## config.mk

```make
export PLATFORM = sky130hd
export DESIGN_NAME = disp_pdm_rx
export DESIGN_NICKNAME = d
export VERILOG_FILES = /design/src/rtl/disp_pdm_rx.sv
export SDC_FILE = /design/constraint.sdc
export NUM_CORES = 1
export LEC_CHECK = 0
export ABC_CLOCK_PERIOD_IN_PS = 6620
export CORE_MARGIN = 2
export CORE_UTILIZATION = 30
export CTS_CLUSTER_SIZE = 40
export DETAILED_ROUTE_END_ITERATION = 12
export PLACE_DENSITY = 0.58
export SYNTH_ARGS = -nofsm -noshare
export SYNTH_HDL_FRONTEND = slang
export SYNTH_SLANG_ARGS = --single-unit
```

## constraint.sdc

```tcl
create_clock -name clk -period 6.62 [get_ports clk]
set_input_delay 1.324 -clock clk [delete_from_list [all_inputs] [get_ports clk]]
set_output_delay 1.324 -clock clk [all_outputs]
set_load 0.01 [all_outputs]
```

## src/rtl/disp_pdm_rx.sv

```systemverilog
// disp_pdm_rx -- pulse-density stream decoder with slew-limited brightness output.
//
// Counts the ones in a 1-bit pulse-density stream over windows of 256 sample
// ticks. The result is an 8-bit density level. Each completed window updates the
// raw measurement. It also moves the display brightness word toward the
// measurement, with the level floored at min_level.
//
// Ports:
//   clk         system clock
//   rst         synchronous active-high reset
//   tsc_1ppus   one-clk strobe, once per microsecond
//   enable      decoder run enable (level)
//   pdm_in      asynchronous pulse-density input
//   min_level   floor applied to the decoded level, sampled at window end
//   disp_pdm    slewed brightness word to the display dimmer
//   meas        raw decoded density of the last completed window
//   meas_valid  one-clk pulse when meas and disp_pdm update
module disp_pdm_rx #(
  parameter int DIV         = 2,
  parameter int SLEW_STEP   = 1,
  parameter int RESET_LEVEL = 128
) (
  input  logic       clk,
  input  logic       rst,
  input  logic       tsc_1ppus,
  input  logic       enable,
  input  logic       pdm_in,
  input  logic [7:0] min_level,
  output logic [7:0] disp_pdm,
  output logic [7:0] meas,
  output logic       meas_valid
);

  typedef enum logic [1:0] {IDLE, FILL, TRACK} state_t;

  localparam logic [7:0] DIV_LAST  = 8'(DIV - 1);
  localparam logic [8:0] STEP9     = 9'(SLEW_STEP);
  localparam logic [7:0] RST_LEVEL = 8'(RESET_LEVEL);

  state_t     state_q, state_d;
  logic [1:0] sync_q;
  logic [7:0] div_q, div_d;
  logic [7:0] samp_q, samp_d;
  logic [8:0] ones_q, ones_d;
  logic [7:0] disp_q, disp_d;
  logic [7:0] meas_q, meas_d;
  logic       valid_q, valid_d;

  logic       pdm_s;
  logic       tick;
  logic       last_tick;
  logic [8:0] cnt;
  logic [7:0] level;
  logic [7:0] target;
  logic [8:0] t9, d9;
  logic [7:0] slewed;

  assign pdm_s     = sync_q[1];
  // enable gates the tick, so a strobe coinciding with enable falling is dropped
  assign tick      = enable && tsc_1ppus && (div_q == DIV_LAST);
  assign last_tick = tick && (samp_q == 8'd255);

  // Window count includes the closing tick's sample; 256 saturates to 255
  assign cnt    = ones_q + {8'd0, pdm_s};
  assign level  = cnt[8] ? 8'hFF : cnt[7:0];
  assign target = (level > min_level) ? level : min_level;

  // Slew limiter in 9 bits so disp +/- step never wraps
  assign t9 = {1'b0, target};
  assign d9 = {1'b0, disp_q};

  always_comb begin
    slewed = target;
    if (t9 >= d9) begin
      if ((t9 - d9) > STEP9) slewed = 8'(d9 + STEP9);
    end else begin
      if ((d9 - t9) > STEP9) slewed = 8'(d9 - STEP9);
    end
  end

  // Sample-tick divider and window accumulators
  always_comb begin
    div_d  = div_q;
    samp_d = samp_q;
    ones_d = ones_q;
    if (!enable) begin
      div_d  = 8'd0;
      samp_d = 8'd0;
      ones_d = 9'd0;
    end else if (tsc_1ppus) begin
      if (div_q == DIV_LAST) begin
        div_d  = 8'd0;
        samp_d = samp_q + 8'd1;
        ones_d = last_tick ? 9'd0 : cnt;
      end else begin
        div_d = div_q + 8'd1;
      end
    end
  end

  // Mode control and output update
  always_comb begin
    state_d = state_q;
    disp_d  = disp_q;
    meas_d  = meas_q;
    valid_d = 1'b0;
    case (state_q)
      IDLE: begin
        if (enable) state_d = FILL;
      end
      FILL: begin
        if (!enable) begin
          state_d = IDLE;
        end else if (last_tick) begin
          meas_d  = level;
          valid_d = 1'b1;
          disp_d  = target;
          state_d = TRACK;
        end
      end
      TRACK: begin
        if (!enable) begin
          state_d = IDLE;
        end else if (last_tick) begin
          meas_d  = level;
          valid_d = 1'b1;
          disp_d  = slewed;
        end
      end
      default: state_d = IDLE;
    endcase
  end

  always_ff @(posedge clk) begin
    if (rst) begin
      state_q <= IDLE;
      sync_q  <= 2'b00;
      div_q   <= 8'd0;
      samp_q  <= 8'd0;
      ones_q  <= 9'd0;
      disp_q  <= RST_LEVEL;
      meas_q  <= 8'd0;
      valid_q <= 1'b0;
    end else begin
      state_q <= state_d;
      sync_q  <= {sync_q[0], pdm_in};
      div_q   <= div_d;
      samp_q  <= samp_d;
      ones_q  <= ones_d;
      disp_q  <= disp_d;
      meas_q  <= meas_d;
      valid_q <= valid_d;
    end
  end

  assign disp_pdm   = disp_q;
  assign meas       = meas_q;
  assign meas_valid = valid_q;

endmodule

```

==> tab_implementation.tex <==
\begin{tabular}{lr}
\hline
Metric & Value \\
\hline
\multicolumn{2}{l}{\textbf{Route}} \\
\quad Sum of routed wire length over all layers & 10840 um \\
\quad DR vias & 3749 \\
\quad Via density & 5.402 \\
\quad Remaining antenna violation count after routing & 0 \\
\quad Initial drt markers & 228 \\
\quad First drt pass iteration count & 4 \\
\quad WL per Instance & 15.63 um \\
\quad Drc violations & 0 \\
\multicolumn{2}{l}{\textbf{Worst setup path}} \\
\quad Worst Path Class, Setup & flop to flop \\
\quad Worst path slowest cell & sky130\_fd\_sc\_hd\_\_or4b\_1 \\
\quad Crit Reg-Reg Startpoint & ones\_q[0] \\
\quad Max Fanout on Critical Path & 13 \\
\quad Crit path from & ones\_q[0] \\
\quad Worst EP required & 6.85 ns \\
\quad Crit. End Element & flop \\
\quad Most common cell on crit path & sky130\_fd\_sc\_hd\_\_ha\_1 \\
\quad Arrival time reported for the critical path endpoint & 6.42 ns \\
\quad Startpoint type of the worst setup path & flop \\
\quad Delay of the slowest cell on the worst path & 0.61 ns \\
\multicolumn{2}{l}{\textbf{Cells and area}} \\
\quad Final cell utilization of the core & 36.43\% \\
\quad Count of nets after finishing & 568 \\
\quad Filler cell count & 1263 \\
\quad Antenna Cells & 0 \\
\quad Most used cells in the layout excluding fill and tap cells & sky130\_fd\_sc\_hd\_\_nor2\_1, sky130\_fd\_sc\_hd\_\_nand2\_1, sky130\_fd\_sc\_hd\_\_dfxtp\_1 \\
\quad Non-filler instance count after layout & 694 \\
\quad Most common cell after layout, fill and taps aside & sky130\_fd\_sc\_hd\_\_nor2\_1 \\
\quad Fraction of layout instances using a drive strength above 1 & 8.555\% \\
\quad Area growth from synthesis to layout & 17.89\% \\
\multicolumn{2}{l}{\textbf{Clocking}} \\
\quad TritonCTS clock tree & done \\
\quad Post-CTS setup buffer count & 0 \\
\quad Later-pin clock latency in the skew report & 0.29 ns \\
\quad Root buffer selected by CTS & sky130\_fd\_sc\_hd\_\_clkbuf\_16 \\
\quad Number of CTS-inserted buffers & 5 \\
\quad Clock sink total & 46 \\
\quad Largest buffer count on any clock path & 2 \\
\quad Clock-pin slew on the worst setup and hold paths & 0.07 ns \\
\quad Hold buffers post-CTS & 0 \\
\quad Depth of the CTS H-tree & 2 \\
\multicolumn{2}{l}{\textbf{Logic synthesis}} \\
\quad Proportion of synthesized chip area in sequential cells & 24.71\% \\
\quad Average cell area after synthesis & 7.485 um2 \\
\quad Post-synthesis instance area & 3727 um2 \\
\quad Post-synthesis instance total & 498 \\
\quad Syn\_nets & 541 \\
\quad Synthesis-stage register bit count & 46 \\
\quad Synthesis Warnings & 0 \\
\quad Most frequently used flop master after synthesis & sky130\_fd\_sc\_hd\_\_dfxtp\_1 \\
\quad Number of flops mapped to enable cells by yosys & 0 \\
\quad Ys async rst share & 0\% \\
\quad Count of different cell masters after synthesis & 71 \\
\multicolumn{2}{l}{\textbf{Timing}} \\
\quad Setup clock skew after layout & 0.01082 ns \\
\quad Total of endpoints with negative setup slack in the final report & 0 \\
\quad Final slew viol count & 0 \\
\quad Final hold vios & 0 \\
\quad Period utilization & 93.36\% \\
\quad Final total negative setup slack & 0 ns \\
\quad Final Critical Period & 6.180 ns \\
\quad Max Freq & 161.8 MHz \\
\quad Worst slew margin relative to its limit & 41.04\% \\
\quad Setup repair after global routing missed its margin & false \\
\quad Minimum setup slack in the final design & 0.4397 ns \\
\quad Measured slew at the worst slew-check pin & 0.8817 ns \\
\multicolumn{2}{l}{\textbf{Pwr}} \\
\quad Max rail drop VDD & 0.00008964 V \\
\quad Total design power & 607.4 uW \\
\quad Leakage power & 1.658 nW \\
\quad Power per unit of standard cell area & 138.2 nW/um2 \\
\multicolumn{2}{l}{\textbf{Placement}} \\
\quad Quantity of I/O buffers inserted on ports & 29 \\
\quad RePlAce Congestion & 0.9519 \\
\quad Post-place setup slack & 0.02973 ns \\
\quad Detailed placer's ending HPWL & 8465 um \\
\quad Cells after DPL & 686 \\
\multicolumn{2}{l}{\textbf{Global routing}} \\
\quad Largest net degree at the start of global routing & 23 \\
\quad GR Overflow Total & 0 \\
\quad First-pass GRT wire length & 18110 um \\
\quad Antenna violations before repair & 0 \\
\quad Total routing resource utilization after global routing & 16.89\% \\
\quad Vias in the first global route & 3689 \\
\multicolumn{2}{l}{\textbf{Floorplan}} \\
\quad Die extent in y & 115.5 um \\
\quad CORE AREA & 12060 um2 \\
\quad Number of placement rows & 40 \\
\quad Die width & 115.5 um \\
\quad Number of top-level design ports & 30 \\
\quad Total Die Area & 13330 um2 \\
\quad Initial Utilization & 30.90\% \\
\multicolumn{2}{l}{\textbf{Min path}} \\
\quad Startpoint of the worst hold path & sync\_q[0] \\
\quad Hold Path Class & flop to flop \\
\multicolumn{2}{l}{\textbf{Outcome}} \\
\quad Run status & completed \\
\multicolumn{2}{l}{\textbf{Flow run}} \\
\quad Max Cap Violations & 0 \\
\hline
\end{tabular}
power by group:
| group | switching (mW) | leakage [nW] | internal [mW] | total (mW) |
|---|---|---|---|---|
| combinational | 0.0469 | 1.22 | 0.0327 | 0.0797 |
| clock | 0.107 | 0.0708 | 0.140 | 0.247 |
| sequential | 0.00183 | 0.371 | 0.279 | 0.280 |
through the flow:
step | cell area [um2] | hold slack [ns]
after floorplan | 3727 | 0.4138
after global placement | 4240 | 0.4384
after detailed placement | 4240 | 0.4331
after CTS | 4383 | 0.4591
after global routing | 4394 | 0.4784
final | 4394 | 0.4540
timing repair:
item	4_1_cts	5_1_grt
endpoints found under the hold margin	0	0
endpoints found under the setup margin	0	8
gates resized for setup	0	4
worst paths after layout:
check | to | slack (ns) | depth (start not counted)
worst max-delay path | disp_pdm[2] | 0.44 | 26
worst min-delay path | sync_q[1] | 0.45 | 1
worst max register to register | disp_pdm[2] | 0.44 | 26
worst min register to register | sync_q[1] | 0.45 | 1
cell type report:
type | instances | area, um2 | area share (%)
repair buffers | 43 | 395.4 | 8.998
inverters | 28 | 105.1 | 2.392
multi-input cells | 401 | 2620 | 59.62
flip-flops and latches | 46 | 920.9 | 20.96
well taps | 168 | 210.2 | 4.784
clock buffers | 6 | 128.9 | 2.933
clock inverters | 2 | 13.76 | 0.3132
state kept, by name (all words and copies together) (netlist names):
name        flops
meas            8
meas_valid      1
ones_q          9
samp_q          8
state_q         2
sync_q          2
div_q           8
disp_pdm        8
Yosys cell counts, types with 3 or more instances:
cell	instances	area share (%)
sky130_fd_sc_hd__nor2_1	52	5.2
sky130_fd_sc_hd__nand2_1	49	4.9
sky130_fd_sc_hd__dfxtp_1	46	25
sky130_fd_sc_hd__o21ai_0	35	4.7
sky130_fd_sc_hd__a21oi_1	33	4.4
sky130_fd_sc_hd__ha_1	29	9.7
sky130_fd_sc_hd__inv_1	27	2.7
sky130_fd_sc_hd__clkbuf_1	20	2.0
sky130_fd_sc_hd__nand3_1	20	2.7
sky130_fd_sc_hd__nor3_1	16	2.1
sky130_fd_sc_hd__xor2_1	14	3.3
sky130_fd_sc_hd__xnor2_1	11	2.6
sky130_fd_sc_hd__a31oi_1	10	1.7
sky130_fd_sc_hd__nand4_1	10	1.7
sky130_fd_sc_hd__and3_1	7	1.2
sky130_fd_sc_hd__nor4_1	7	1.2
sky130_fd_sc_hd__nor2b_1	6	1.0
sky130_fd_sc_hd__or3_1	6	1.0
sky130_fd_sc_hd__a211oi_1	5	1.0
sky130_fd_sc_hd__a21o_1	5	1.0
sky130_fd_sc_hd__o211ai_1	5	1.0
sky130_fd_sc_hd__o22ai_1	5	0.84
sky130_fd_sc_hd__o21ai_1	4	0.54
sky130_fd_sc_hd__o31ai_1	4	0.81
sky130_fd_sc_hd__or2_2	4	0.67
sky130_fd_sc_hd__a32o_1	3	0.81
sky130_fd_sc_hd__and4_1	3	0.71
sky130_fd_sc_hd__mux2i_1	3	0.81
sky130_fd_sc_hd__o21a_1	3	0.60
sky130_fd_sc_hd__o31a_1	3	0.71
critical path, delay by kind of cell (launching register included):
family	cells	cell delay [ns]
flip-flops	1	0.32
AO/OA/AOI/OAI	10	1.92
buffers and inverters	1	0.16
AND/OR/NAND/NOR	11	2.52
adder cells (fa/ha/maj)	4	1.19
layer usage:
layer / up-vias / global-route usage (%) / wire length, um
met1: 1735 / 23.49 / 5282
met3: 17 / 2.249 / 529
li1: 1874 / - / -
met2: 123 / 26.82 / 4821
met5: - / 0 / 0
met4: 0 / 6.024 / 211
logic make-up (layout without fill, tap and decap cells):
logic type / after synthesis / count (layout) / synth area share, %
buffers and inverters: 51 / 79 / 5.304
xor gates and xnor gates: 25 / 25 / 5.874
AOI/OAI and AO/OA: 142 / 142 / 25.51
adders and majority gates: 30 / 30 / 10.27
DFF: 46 / 46 / 24.71
and+or+nand+nor: 200 / 200 / 27.22
muxes: 4 / 4 / 1.108
(Power assumes the default switching activity.)
